### src/rtl/reg_scoreboard_pkg.sv
// rtl/reg_scoreboard_pkg.sv - shared types and helpers for the register scoreboard
//
// Purpose: address-width helper, default geometry and the forward-source
// record that the operand resolver consumes.
// Ports: none (package).
package sb_pkg;

  // Register-address width for a given register count (at least 1 bit).
  function automatic int addr_w(input int nreg);
    return (nreg > 2) ? $clog2(nreg) : 1;
  endfunction

  localparam int SB_NREG = 32;
  localparam int SB_DW   = 32;
  localparam int SB_AW   = addr_w(SB_NREG);

  // One forwarding source as seen by ID; field order fixes the packed layout.
  typedef struct packed {
    logic             valid;
    logic             ready;
    logic [SB_AW-1:0] addr;
    logic [SB_DW-1:0] data;
  } fwd_src_t;

endpackage

### src/rtl/reg_scoreboard_if.sv
// rtl/reg_scoreboard_if.sv - issue/retire/flush and operand-query bundle of the scoreboard
//
// Purpose: groups every non-clock/reset signal of reg_scoreboard.
// master: ID/EXE/WB pipeline side (drives issue, retire, flush, reads, forwards).
// slave : scoreboard side (returns issue_ready, rd_data, rd_stall, underflow_err).
interface reg_scoreboard_if #(
  parameter int NREG = 32,
  parameter int DW   = 32,
  parameter int NRD  = 2,
  parameter int NFWD = 3
);
  localparam int AW = sb_pkg::addr_w(NREG);

  logic                issue_valid;
  logic                issue_we;
  logic [AW-1:0]       issue_dest;
  logic                issue_ready;
  logic                wb_valid;
  logic [AW-1:0]       wb_dest;
  logic                flush;
  logic [NRD*AW-1:0]   rd_addr;
  logic [NRD-1:0]      rd_en;
  logic [NRD*DW-1:0]   rf_rdata;
  logic [NFWD-1:0]     fwd_valid;
  logic [NFWD*AW-1:0]  fwd_addr;
  logic [NFWD-1:0]     fwd_ready;
  logic [NFWD*DW-1:0]  fwd_data;
  logic [NRD*DW-1:0]   rd_data;
  logic                rd_stall;
  logic                underflow_err;

  modport master (
    output issue_valid, issue_we, issue_dest, wb_valid, wb_dest, flush,
           rd_addr, rd_en, rf_rdata, fwd_valid, fwd_addr, fwd_ready, fwd_data,
    input  issue_ready, rd_data, rd_stall, underflow_err
  );

  modport slave (
    input  issue_valid, issue_we, issue_dest, wb_valid, wb_dest, flush,
           rd_addr, rd_en, rf_rdata, fwd_valid, fwd_addr, fwd_ready, fwd_data,
    output issue_ready, rd_data, rd_stall, underflow_err
  );

endinterface

### src/rtl/reg_scoreboard_fwd_select.sv
// rtl/reg_scoreboard_fwd_select.sv - operand resolver for one ID read port
//
// Purpose: picks RF data, the youngest matching forward source, or a stall.
// Ports: en/addr/rf_rdata (read request + RF value), src (forward sources,
// index 0 youngest), pending (scoreboard count for addr is non-zero),
// data/stall (resolved operand and hold request).
module fwd_select
  import sb_pkg::*;
#(
  parameter int NFWD = 3
) (
  input  logic                       en,
  input  logic [SB_AW-1:0]           addr,
  input  logic [SB_DW-1:0]           rf_rdata,
  input  fwd_src_t [NFWD-1:0]        src,
  input  logic                       pending,
  output logic [SB_DW-1:0]           data,
  output logic                       stall
);

  logic hit;

  always_comb begin
    data  = rf_rdata;
    stall = 1'b0;
    hit   = 1'b0;
    // r0 never has a writer; unused ports never stall.
    if (en && addr != '0) begin
      for (int j = 0; j < NFWD; j++) begin
        if (!hit && src[j].valid && src[j].addr == addr) begin
          hit = 1'b1;
          if (src[j].ready) data  = src[j].data;
          else              stall = 1'b1;
        end
      end
      // Writer exists but sits where no forward path reaches (e.g. inside a divider).
      if (!hit && pending) stall = 1'b1;
    end
  end

endmodule

### src/rtl/reg_scoreboard.sv
// rtl/reg_scoreboard.sv - per-register pending counters with forward select for the ID stage
//
// Purpose: counts in-flight writers per GPR (issue increments, WB retire
// decrements, flush clears) and resolves each ID read to RF / forward / stall.
// Ports: clk, resetn (sync active-low), sb (reg_scoreboard_if slave):
// issue_* (ID->EXE issue + back-pressure), wb_* (retire), flush,
// rd_* / rf_rdata (operand query), fwd_* (forward sources), underflow_err.
module reg_scoreboard
  import sb_pkg::*;
#(
  parameter int NREG  = SB_NREG,
  parameter int DW    = SB_DW,
  parameter int NRD   = 2,
  parameter int NFWD  = 3,
  parameter int CNT_W = 2
) (
  input  logic            clk,
  input  logic            resetn,
  reg_scoreboard_if.slave sb
);

  localparam int AW = addr_w(NREG);
  localparam logic [CNT_W-1:0] CNT_MAX = '1;

  logic [CNT_W-1:0]     cnt [NREG];
  logic                 err_q;
  logic                 inc;
  logic                 dec;
  logic [NREG-1:0]      inc_vec;
  logic [NREG-1:0]      dec_vec;
  logic                 underflow_hit;
  fwd_src_t [NFWD-1:0]  srcs;
  logic [NRD-1:0]       port_stall;
  logic [DW-1:0]        port_data [NRD];

  // Issue is refused only when it would overflow the destination's counter.
  assign sb.issue_ready = !(sb.issue_we && sb.issue_dest != '0 &&
                            cnt[sb.issue_dest] == CNT_MAX);
  assign inc = sb.issue_valid && sb.issue_ready && sb.issue_we && sb.issue_dest != '0;
  assign dec = sb.wb_valid && sb.wb_dest != '0;

  always_comb begin
    inc_vec = '0;
    dec_vec = '0;
    if (inc) inc_vec[sb.issue_dest] = 1'b1;
    if (dec) dec_vec[sb.wb_dest]    = 1'b1;
  end

  // A same-register issue cancels the retire, so it is not an underflow.
  assign underflow_hit = dec && cnt[sb.wb_dest] == '0 && !inc_vec[sb.wb_dest];

  always_ff @(posedge clk) begin
    if (!resetn) begin
      for (int r = 0; r < NREG; r++) cnt[r] <= '0;
      err_q <= 1'b0;
    end else if (sb.flush) begin
      // Error flag survives a flush; only reset clears it.
      for (int r = 0; r < NREG; r++) cnt[r] <= '0;
    end else begin
      for (int r = 1; r < NREG; r++) begin
        if (inc_vec[r] && !dec_vec[r])
          cnt[r] <= cnt[r] + CNT_W'(1);
        else if (dec_vec[r] && !inc_vec[r] && cnt[r] != '0)
          cnt[r] <= cnt[r] - CNT_W'(1);
      end
      if (underflow_hit) err_q <= 1'b1;
    end
  end

  assign sb.underflow_err = err_q;

  for (genvar j = 0; j < NFWD; j++) begin : g_src
    assign srcs[j] = {sb.fwd_valid[j], sb.fwd_ready[j],
                      sb.fwd_addr[j*AW +: AW], sb.fwd_data[j*DW +: DW]};
  end

  for (genvar i = 0; i < NRD; i++) begin : g_port
    logic [AW-1:0] addr_i;
    assign addr_i = sb.rd_addr[i*AW +: AW];

    fwd_select #(.NFWD(NFWD)) u_sel (
      .en       (sb.rd_en[i]),
      .addr     (addr_i),
      .rf_rdata (sb.rf_rdata[i*DW +: DW]),
      .src      (srcs),
      .pending  (cnt[addr_i] != '0),
      .data     (port_data[i]),
      .stall    (port_stall[i])
    );

    assign sb.rd_data[i*DW +: DW] = port_data[i];
  end

  assign sb.rd_stall = |port_stall;

endmodule

### src/flat_wrapper.sv
// flat-port wrapper written by rule: the top's interface ports become plain ports
module reg_scoreboard_flat import sb_pkg::*;
#(
  parameter int NREG  = SB_NREG,
  parameter int DW    = SB_DW,
  parameter int NRD   = 2,
  parameter int NFWD  = 3,
  parameter int CNT_W = 2
)
  (clk, resetn, sb_issue_valid, sb_issue_we, sb_issue_dest, sb_wb_valid, sb_wb_dest, sb_flush, sb_rd_addr, sb_rd_en, sb_rf_rdata, sb_fwd_valid, sb_fwd_addr, sb_fwd_ready, sb_fwd_data, sb_issue_ready, sb_rd_data, sb_rd_stall, sb_underflow_err);
  reg_scoreboard_if #(.NREG(NREG), .DW(DW), .NRD(NRD), .NFWD(NFWD)) sb_i ();
  input  logic clk;
  input  logic resetn;
  input wire logic [$bits(sb_i.issue_valid)-1:0] sb_issue_valid;
  input wire logic [$bits(sb_i.issue_we)-1:0] sb_issue_we;
  input wire logic [$bits(sb_i.issue_dest)-1:0] sb_issue_dest;
  input wire logic [$bits(sb_i.wb_valid)-1:0] sb_wb_valid;
  input wire logic [$bits(sb_i.wb_dest)-1:0] sb_wb_dest;
  input wire logic [$bits(sb_i.flush)-1:0] sb_flush;
  input wire logic [$bits(sb_i.rd_addr)-1:0] sb_rd_addr;
  input wire logic [$bits(sb_i.rd_en)-1:0] sb_rd_en;
  input wire logic [$bits(sb_i.rf_rdata)-1:0] sb_rf_rdata;
  input wire logic [$bits(sb_i.fwd_valid)-1:0] sb_fwd_valid;
  input wire logic [$bits(sb_i.fwd_addr)-1:0] sb_fwd_addr;
  input wire logic [$bits(sb_i.fwd_ready)-1:0] sb_fwd_ready;
  input wire logic [$bits(sb_i.fwd_data)-1:0] sb_fwd_data;
  output wire logic [$bits(sb_i.issue_ready)-1:0] sb_issue_ready;
  output wire logic [$bits(sb_i.rd_data)-1:0] sb_rd_data;
  output wire logic [$bits(sb_i.rd_stall)-1:0] sb_rd_stall;
  output wire logic [$bits(sb_i.underflow_err)-1:0] sb_underflow_err;
  assign sb_i.issue_valid = sb_issue_valid;
  assign sb_i.issue_we = sb_issue_we;
  assign sb_i.issue_dest = sb_issue_dest;
  assign sb_i.wb_valid = sb_wb_valid;
  assign sb_i.wb_dest = sb_wb_dest;
  assign sb_i.flush = sb_flush;
  assign sb_i.rd_addr = sb_rd_addr;
  assign sb_i.rd_en = sb_rd_en;
  assign sb_i.rf_rdata = sb_rf_rdata;
  assign sb_i.fwd_valid = sb_fwd_valid;
  assign sb_i.fwd_addr = sb_fwd_addr;
  assign sb_i.fwd_ready = sb_fwd_ready;
  assign sb_i.fwd_data = sb_fwd_data;
  assign sb_issue_ready = sb_i.issue_ready;
  assign sb_rd_data = sb_i.rd_data;
  assign sb_rd_stall = sb_i.rd_stall;
  assign sb_underflow_err = sb_i.underflow_err;
  reg_scoreboard #(.NREG(NREG), .DW(DW), .NRD(NRD), .NFWD(NFWD), .CNT_W(CNT_W)) u_core (.clk(clk), .resetn(resetn), .sb(sb_i));
endmodule
### config.mk
export PLATFORM = sky130hd
export DESIGN_NAME = reg_scoreboard_flat
export DESIGN_NICKNAME = d
export VERILOG_FILES = /design/src/rtl/reg_scoreboard_pkg.sv /design/src/rtl/reg_scoreboard_if.sv /design/src/rtl/reg_scoreboard_fwd_select.sv /design/src/rtl/reg_scoreboard.sv /design/src/flat_wrapper.sv
export SDC_FILE = /design/constraint.sdc
export NUM_CORES = 1
export LEC_CHECK = 0
export CAP_MARGIN = 20
export CORE_MARGIN = 8
export CORE_UTILIZATION = 45
export DETAILED_ROUTE_END_ITERATION = 8
export PLACE_DENSITY_LB_ADDON = 0.1
export SYNTH_ARGS = -nofsm -noshare
export SYNTH_HDL_FRONTEND = slang
export SYNTH_SLANG_ARGS = --single-unit
export TNS_END_PERCENT = 100
### constraint.sdc
create_clock -name clk -period 4.24 [get_ports clk]
set_clock_uncertainty 0.2 [all_clocks]
set_input_delay 0.848 -clock clk [delete_from_list [all_inputs] [get_ports clk]]
set_output_delay 0.848 -clock clk [all_outputs]
set_load 0.02 [all_outputs]
Word-level counts from Yosys, hierarchy flattened
Memory sizes are Yosys's and may differ from the RTL's.
Index checks and enable logic that the tools add are counted.
{"block": "word_totals", "out_inout_bits": 67, "memories": 1, "input_bits": 209, "ramBits": 64, "reg_bits": 1, "wordCells": 823}
{"name": "u_core.cnt", "depth": 32, "width": 2, "rd": 35, "rd_ports_with_merged_regs": 0, "write_ports": 32, "line_no": "reg_scoreboard.sv:25", "rtl": "logic [CNT_W-1:0] cnt [NREG];"}
{"block": "classes", "reduce_logical": 227, "eq_ne": 7, "bitwise_logic": 95, "add_sub_neg": 62, "magnitude_cmp": 4, "n_mux": 426}
{"op": "32-bit 2-to-1 mux", "n": 16}
{"op": "1-bit 2-to-1 mux", "n": 313}
{"op": "2-bit 2-to-1 mux", "n": 94}
{"op": "1-bit logical AND", "n": 117}
{"op": "1-bit bitwise OR", "n": 94}
{"op": "1-bit zero test", "n": 70}
{"op": "2-bit nonzero test", "n": 33}
{"op": "2-bit by 1-bit adder with 2-bit output (second input constant)", "n": 31}
{"op": "2-bit by 1-bit subtractor with 2-bit output (second input constant)", "n": 31}
{"op": "5-bit equality test", "n": 6}
{"op": "5-bit nonzero test", "n": 4}
{"op": "5-bit by 6-bit less-than comparator with 1-bit output (second input constant)", "n": 2}
{"op": "1-bit demux with 5-bit select", "n": 2}
{"op": "5-bit by 1-bit greater-or-equal comparator with 1-bit output (second input constant)", "n": 2}
{"op": "1-bit binary-select mux with 5-bit select", "n": 1}
{"op": "2-bit equality test (second input constant)", "n": 1}
{"op": "2-bit zero test", "n": 1}
{"op": "2-bit AND reduction", "n": 1}
{"op": "2-bit OR reduction", "n": 1}
{"op": "1-bit inverter", "n": 1}

Depth between registers and ports, before layout
Gate-level depths: netlist of the first run.
{"block": "depth", "ltp_word": 19, "depth_mapped": 13, "mapped_depth_nobuf": 7}

Modules after synthesis
From an unflattened synthesis of the first run, not the netlist that was laid out.
{"block": "unflattened", "hier_cells": 1536, "hier_area_um2": 12134.1}
{"module": "reg_scoreboard", "area_per_inst_um2": 6561.3, "cells_per_inst": 708, "instances": 1, "seq_area_each_um2": 1881.8}
{"module": "fwd_select", "area_per_inst_um2": 2786.4, "cells_per_inst": 414, "instances": 2, "seq_area_each_um2": 0.0}

Worst setup path before layout of the first run
OpenSTA, ideal clock, no wires.
{"block": "synth_path", "path_type": "input port to output port", "start": "input port sb_rd_addr[5]", "end": "output port sb_rd_stall", "t_arrival_ns": 3.188, "n_path_buf": 2, "cell_stages": 8, "path_slack_ns": 0.004, "path_cell_list": "clkbuf_1 > xor2_1 > nor4_1 > nand3_1 > nand3_1 > clkbuf_1 > nand3_1 > o311ai_0"}
{"block": "synth_via", "elab_chain_cells": 19}
{"element": "start: declaration", "line_no": "flat_wrapper.sv:20", "rtl": "input wire logic [$bits(sb_i.rd_addr)-1:0] sb_rd_addr;"}
{"element": "5-bit equality test", "line_no": "reg_scoreboard_fwd_select.sv:30", "rtl": "if (!hit && src[j].valid && src[j].addr == addr) begin"}
{"element": "1-bit logical AND", "line_no": "reg_scoreboard_fwd_select.sv:30"}
{"element": "1-bit 2-to-1 mux", "line_no": "reg_scoreboard_fwd_select.sv:30"}
{"element": "1-bit 2-to-1 mux", "line_no": "reg_scoreboard_fwd_select.sv:28", "rtl": "if (en && addr != '0) begin"}
{"element": "1-bit zero test", "line_no": "reg_scoreboard_fwd_select.sv:30"}
{"element": "1-bit logical AND (2 in a row)", "line_no": "reg_scoreboard_fwd_select.sv:30"}
{"element": "1-bit 2-to-1 mux", "line_no": "reg_scoreboard_fwd_select.sv:30"}
{"element": "1-bit 2-to-1 mux", "line_no": "reg_scoreboard_fwd_select.sv:28"}
{"element": "1-bit zero test", "line_no": "reg_scoreboard_fwd_select.sv:30"}
{"element": "1-bit logical AND (2 in a row)", "line_no": "reg_scoreboard_fwd_select.sv:30"}
{"element": "1-bit 2-to-1 mux", "line_no": "reg_scoreboard_fwd_select.sv:30"}
{"element": "1-bit 2-to-1 mux", "line_no": "reg_scoreboard_fwd_select.sv:28"}
{"element": "1-bit zero test", "line_no": "reg_scoreboard_fwd_select.sv:37", "rtl": "if (!hit && pending) stall = 1'b1;"}
{"element": "1-bit logical AND", "line_no": "reg_scoreboard_fwd_select.sv:37"}
{"element": "1-bit 2-to-1 mux", "line_no": "reg_scoreboard_fwd_select.sv:37"}
{"element": "1-bit 2-to-1 mux (*)", "line_no": "reg_scoreboard_fwd_select.sv:28"}
{"element": "2-bit OR reduction (*)", "line_no": "reg_scoreboard.sv:94", "rtl": "assign sb.rd_stall = |port_stall;"}
{"element": "end: declaration", "line_no": "flat_wrapper.sv:29", "rtl": "output wire logic [$bits(sb_i.rd_stall)-1:0] sb_rd_stall;"}
Mark *: on every way between the ends. The rest lies on a longest branch, timed or not. The select of a mux whose other input is x is not followed.

Final worst setup path of the first run
{"block": "layout_path", "start": "input port sb_fwd_addr[10]", "end": "output port sb_rd_data[9]"}
{"block": "layout_via", "elab_chain_cells": 4}
{"element": "start: declaration", "line_no": "flat_wrapper.sv:24", "rtl": "input wire logic [$bits(sb_i.fwd_addr)-1:0] sb_fwd_addr;"}
{"element": "5-bit equality test", "line_no": "reg_scoreboard_fwd_select.sv:30"}
{"element": "1-bit logical AND", "line_no": "reg_scoreboard_fwd_select.sv:30"}
{"element": "32-bit 2-to-1 mux", "line_no": "reg_scoreboard_fwd_select.sv:30"}
{"element": "32-bit 2-to-1 mux", "line_no": "reg_scoreboard_fwd_select.sv:28"}
{"element": "end: declaration", "line_no": "flat_wrapper.sv:28", "rtl": "output wire logic [$bits(sb_i.rd_data)-1:0] sb_rd_data;"}
Every way passes these cells.

==> results by group, run 1 <==
CTS
  – Sink Count: 63
  – Clock-pin slew on the worst setup and hold paths: 0.05 ns
  – CTS Buf Count: 9
  – Number of H-tree levels: 3
  – CTS tree: done
  – Clock latency on the worst-skew pair: 0.35 ns
  – Hold-fix buffers at CTS: 0
  – Root Buffer: clkbuf_16
  – Max clock buf depth: 2

Worst hold path
  – Worst hold start: u_core.sb.underflow_err
  – Hold Path Class: reg2reg

STA
  – Final min period: 4.244 ns
  – Final WS setup: -0.004494 ns
  – Final Cycle Share: 100.1%
  – Hold Vio Cnt, Final: 0
  – RSZ-0062 raised after global routing: yes
  – Fin Setup TNS: -0.004494 ns
  – Relative slew slack: 36.69%
  – Least-Margin Pin Slew: approximately 0.95 ns
  – Setup violations, final: 1
  – Max-slew violations: 0
  – Highest clock rate: around 240 MHz

Synth
  – Compound-gate portion of the synthesized area: 27.70%
  – Mapped Area: 9495 um2
  – Async set-or-reset flop fraction in the synthesized netlist: 0%
  – Syn Nets: 1,505
  – Yosys reg bits: 63
  – Post-Synth Simple-Gate Area: around a quarter
  – Post-Synth Adder-Cell Area: 2.240%
  – Yosys cell types: around 70
  – Mapped Cells: 1,279
  – Register area share after synthesis: 19.82%
  – Top post-synthesis cells by area: edfxtp_1 (20%), mux2i_1 (10%), nand2_1 (6.2%)
  – Synth warnings: 0
  – Number of flops mapped to enable cells by yosys: 62
  – Largest family of logic cells by synthesized area: compound AO/OA/AOI/OAI gates
  – Area share of the largest cell type after synthesis: a little under 20%
  – Synth area leader: edfxtp_1
  – Synth Area in XOR/XNOR: approximately 3.1%
  – Synth Flop Type: edfxtp_1
  – Avg Synthesized Cell Area: 7.424 um2
  – Mux contribution to synthesized area: 15.26%

Run status
  – Status: finished with violations
  – Failing checks: negative setup slack

Floorplan
  – Starting Density: 45.46%
  – Top-level port count: approximately 280
  – Die span in y: 161.3 um
  – DIE AREA: 26,000 um2
  – Rows: 53
  – Core Area: 20,890 um2
  – Die W: roughly 160 um

Setup path
  – Reg2Reg Launch Point: u_core.cnt[26][1]
  – CP Launch Type: input pin
  – Critical path arrival: 3.20 ns
  – CP required: 3.19 ns
  – Crit. Startpoint: sb_fwd_addr[10]
  – R2r setup slk: 0.86 ns
  – Critical-path maximum fanout: 7
  – Crit path kind: in2out
  – Crit end category: output port

Place
  – Dpl ws: -0.6764 ns
  – Port bufs: ~280
  – Final HPWL DP: around 35,000 um
  – Routability cong.: 0.9804
  – Inst Count DP: 1,888

Global route
  – Vias in the first global route: about 12,000
  – Overflow after GRT: 0
  – GR Util All Layers: 33.08%
  – First-pass GRT wire length: 68,170 um
  – Initial antenna violation count: 2
  – Largest net degree at the start of global routing: 42

Routing
  – Drt wl/cell: 23.65 um
  – Drt first pass iters: 6
  – Vias/cell: 6.419
  – Detailed Route WL: 45,330 um
  – Initial detailed-routing violation count: 1,183
  – Vias: 12,310
  – # DRC: 0
  – Antenna-violating nets left: 0

Cells and area
  – Share of layout cells above drive strength 1: 20.43%
  – Nets: 1,861
  – Most common cell after layout, fill and taps aside: clkdlybuf4s50_1
  – Post-Layout Cell Count: 1,917
  – Area Growth Syn to Fin: 47.21%
  – Most frequent cells in the layout: clkdlybuf4s50_1 (189), buf_4 (166), nand2_1 (158)
  – Utilization after layout: 66.92%

Pwr
  – Power per standard cell area: ~190 nW/um2
  – Lkg Pwr: 5.395 nW
  – Worst VDD drop: 184.1 uV

Flow run
  – Max Cap Viol: 0
==> cells by family after synthesis <==
kind of cell / Yosys count
muxes: 118
buffers and inverters: 161
xor gates and xnor gates: 34
AOI/OAI and AO/OA: 381
DFF: 63
and+or+nand+nor: 505
adders and majority gates: 17
==> cell type report <==
class                           count  area (um2)
Antenna cell                        2       5.005
Clock buffer                       10       229.0
Clock inverter                      6       61.31
Fill cell                        1887        6910
Inverter                           40       150.1
Multi-Input combinational cell   1055        7094
Sequential cell                    63        1882
Tap cell                          275       344.1
Timing Repair Buffer              466        4213
==> timing repair <==
item                                    CTS  global route
cloned                                    0             1
resized for setup                       243            80
pin swaps                                 6            16
setup buffers                             1             9
endpoints found under the setup margin   65            68
==> synth_stat cells (all sizes together), types with 4 or more instances <==
cell	n
a2111o	10
a2111oi	7
a211o	11
a211oi	42
a21oi	101
a22o	5
a311o	4
a31oi	35
and2	7
and3	12
buf	41
clkbuf	80
edfxtp	62
ha	17
inv	39
mux2i	96
mux4	21
nand2	158
nand2b	10
nand3	74
nand3b	13
nand4	10
nand4b	7
nor2	141
nor2b	9
nor3	29
nor4	10
o211ai	71
o21a	4
o21ai	29
o22ai	12
o311ai	9
o31ai	8
o32ai	4
o41ai	5
or3	4
or3b	6
or4	8
xnor2	11
xor2	23
==> where the power goes <==
part / internal (mW) / total [mW] / switching, mW
combinational: 0.518 / 1.11 / 0.587
sequential: 0.713 / 0.750 / 0.0376
clock: 0.453 / 0.748 / 0.295
total: 1.68 / 2.60 / 0.919
==> per-stage QoR <==
stage / power, mW / cell area, um2 / hold WS [ns]
finish: 2.603 / 13980 / 0.3240
global route: 2.703 / 13980 / 0.3504
CTS: 2.598 / 13960 / 0.3279
detailed placement: 1.878 / 13710 / 0.3118
global placement: 1.865 / 13710 / 0.3145
floorplan: 1.280 / 9495 / 0.3795
==> worst max-delay path, stage by stage <==
cell,delay (ns)
clkdlybuf4s50_1,0.46
xor2_1,0.17
nor4_1,0.19
and3_1,0.27
nand2_1,0.10
or3_4,0.40
buf_4,0.18
buf_4,0.16
o211ai_1,0.07
a21oi_1,0.09
clkdlybuf4s15_2,0.26
==> layer usage <==
layer	track usage, %	vias up	routed length (um)
met5	0	-	0
met4	12.58	0	1984
met3	5.116	147	3771
met2	57.18	749	21840
met1	40.71	5827	17730
li1	-	5582	-
==> registers in the layout, indices dropped and copies added (netlist names) <==
name and count:
u_core.cnt 62, u_core.sb.underflow_err 1
==> path summary, 6_finish.rpt <==
check                                 end  cells after the start
setup / recovery            sb_rd_data[9]                     11
setup reg to reg        u_core.cnt[30][0]                      8
hold reg to reg   u_core.sb.underflow_err                      1
hold / removal    u_core.sb.underflow_err                      1
(Power assumes the default switching activity.)
==> inputs of run 2 (changes only) <==
--- a/config.mk
+++ b/config.mk
@@ -7,10 +7,11 @@
 export LEC_CHECK = 0
 export CAP_MARGIN = 20
 export CORE_MARGIN = 8
-export CORE_UTILIZATION = 45
+export CORE_UTILIZATION = 50
 export DETAILED_ROUTE_END_ITERATION = 8
+export GPL_ROUTABILITY_DRIVEN = 0
 export PLACE_DENSITY_LB_ADDON = 0.1
 export SYNTH_ARGS = -nofsm -noshare
 export SYNTH_HDL_FRONTEND = slang
 export SYNTH_SLANG_ARGS = --single-unit
-export TNS_END_PERCENT = 100
+export TNS_END_PERCENT = 5
==> run 2 against run 1 <==
Net effect: the run still ends with negative setup slack left; largest power group unchanged; worst hold slack better by 0.020 ns; die area is 9.0% lower; worst setup slack better by 0.0035 ns; largest cell class unchanged; sequential share of layout area is 0.30 points higher.
==> results by group, run 2 (synthesis results as in run 1) <==
Cells and area
  – Fillers: around 1,500
  – Most frequent cells in the layout: clkdlybuf4s50_1 (194), nand2_1 (157), nor2_1 (140)
  – Share of layout cells above drive strength 1: between 10% and 20%
  – Most common cell after layout, fill and taps aside: clkdlybuf4s50_1
  – Area of the multi-input gates: approximately 7100 um2
  – Reg area: 1882 um2
  – Nets: 1,811
  – Largest Register: u_core.cnt
  – Area Growth Syn to Fin: 44.00%
  – Max FFs per register: 62
  – Post-Layout Cell Count: 1,832

Setup path
  – FF-to-FF End: u_core.cnt[30][0]
  – R2r setup slk: between 0.9 and 1 ns
  – R2R cell count: 8
  – CP required: 3.19 ns
  – Setup crit end: sb_rd_data[43]
  – Critical-path maximum fanout: 33
  – Critical path arrival: 3.19 ns
  – Crit. Startpoint: sb_rd_addr[5]
  – Crit end category: output port
  – Crit path kind: in2out
  – CP Launch Type: input pin
  – Reg2Reg Launch Point: u_core.cnt[31][1]

Routing
  – Drt first pass iters: 8
  – Drt wl/cell: 24.53 um
  – Vias: 12,540
  – Initial detailed-routing violation count: around 1,400
  – # DRC: 0
  – Antenna-violating nets left: 0
  – Detailed Route WL: roughly 45,000 um
  – Vias/cell: 6.846

Pwr
  – Reg power frac: 27.4%
  – Worst VDD drop: 232.4 uV
  – Switching portion of total power: 34.21%
  – Power per standard cell area: 200.9 nW/um2
  – Power Total: 2.747 mW
  – Switch Pwr: 0.9397 mW
  – Gate power share: 40.2%
  – Clock share of power: 32.4%
  – Internal power: 1.807 mW
  – Lkg Pwr: 5.181 nW

Flow run
  – Max Cap Viol: 0

Global route
  – Initial antenna violation count: 7
  – GR Util All Layers: 36.01%
  – Vias in the first global route: 11,590
  – Overflow after GRT: 0
  – Largest net degree at the start of global routing: 45
  – First-pass GRT wire length: 67,770 um

CTS
  – Clock latency on the worst-skew pair: approximately 0.35 ns
  – Number of H-tree levels: 3
  – Sink Count: 63
  – CTS tree: done
  – Max clock buf depth: 2
  – CTS Buf Count: 9
  – Hold-fix buffers at CTS: 0
  – Clock-pin slew on the worst setup and hold paths: 0.06 ns
  – Root Buffer: clkbuf_16

STA
  – Hold Vio Cnt, Final: 0
  – Max-slew violations: 0
  – Least-Margin Pin Slew: about 1.1 ns
  – Relative slew slack: 29.80%
  – Final WS setup: -0.0009805 ns
  – Highest clock rate: about 240 MHz
  – Final Cycle Share: 100.0%
  – Setup violations, final: 1
  – Fin Setup TNS: -0.0009805 ns
  – Final min period: 4.241 ns
  – RSZ-0062 raised after global routing: yes

Floorplan
  – Top-level port count: 276
  – Rows: 50
  – Core Area: roughly 19,000 um2
  – Starting Density: 50.93%
  – Die span in y: approximately 150 um
  – Die W: 153.8 um
  – DIE AREA: ~24,000 um2

Place
  – Final HPWL DP: 34,210 um
  – Inst Count DP: 1,804
  – Port bufs: 275

Run status
  – Status: finished with violations
  – Failing checks: negative setup slack

Worst hold path
  – Hold Path Class: reg2reg
[run 2: worst min path at each step]
stage	startpoint	end	slack (ns)	depth (start not counted)
2_1_floorplan	u_core.cnt[16][0]	u_core.cnt[16][0]	0.38	1
3_3_place_gp	u_core.sb.underflow_err	u_core.sb.underflow_err	0.32	1
3_5_place_dp	u_core.sb.underflow_err	u_core.sb.underflow_err	0.33	1
4_1_cts	u_core.sb.underflow_err	u_core.sb.underflow_err	0.34	1
5_1_grt	u_core.sb.underflow_err	u_core.sb.underflow_err	0.35	1
6_report	u_core.sb.underflow_err	u_core.sb.underflow_err	0.34	1
[run 2: worst max-delay path: stages]
cell             delay [ns]
clkdlybuf4s50_1        0.46
xor2_1                 0.20
nor4_2                 0.34
nand4_1                0.21
buf_12                 0.26
mux2i_1                0.14
nand2_1                0.08
o211ai_1               0.08
a31oi_1                0.23
clkdlybuf4s15_1        0.35
[run 2: cell type report]
cell class / count / share of cell area [%]
clock inverter: 7 / 0.8785
clock buffer: 9 / 1.647
timing repair buffer: 416 / 28.58
inverter: 40 / 1.098
antenna: 8 / 0.1464
sequential: 63 / 13.76
tap: 234 / 2.141
multi-input combinational: 1055 / 51.75
[run 2: power groups by stage]
stage	Sequential, mW	Combinational (mW)	Clock (mW)
after global placement	0.761	1.09	0
after floorplan	0.749	0.532	0
after detailed placement	0.763	1.11	0
after global routing	0.755	1.17	0.909
final	0.752	1.11	0.889
after CTS	0.750	1.09	0.881
[run 2: stage by stage]
step / area, um2 / utilization [%] / setup WS, ns / hold WS (ns)
after floorplan: 9495 / - / 0.003731 / 0.3795
after global placement: 13330 / 71.52 / -0.6341 / 0.3217
final: 13670 / 73.34 / -0.0009805 / 0.3440
after CTS: 13680 / 73.39 / -0.06022 / 0.3437
after detailed placement: 13330 / 71.52 / -0.6657 / 0.3297
after global routing: 13670 / 73.33 / -0.1330 / 0.3453
[run 2: what timing repair did]
item | in CTS | in global routing
gates resized for setup | 193 | 74
gates cloned | 0 | 3
endpoints found under the setup margin | 62 | 64
setup buffers | 1 | 0
pin swaps | 5 | 10
endpoints found under the hold margin | 0 | 0
[run 2: per-layer routing]
layer	up-vias	GRT usage (%)	part of all wire (%)
met4	0	23.99	7.6
met2	1014	58.87	46
met5	-	0	0
met3	263	6.979	11
met1	5773	42.48	35
li1	5492	-	-
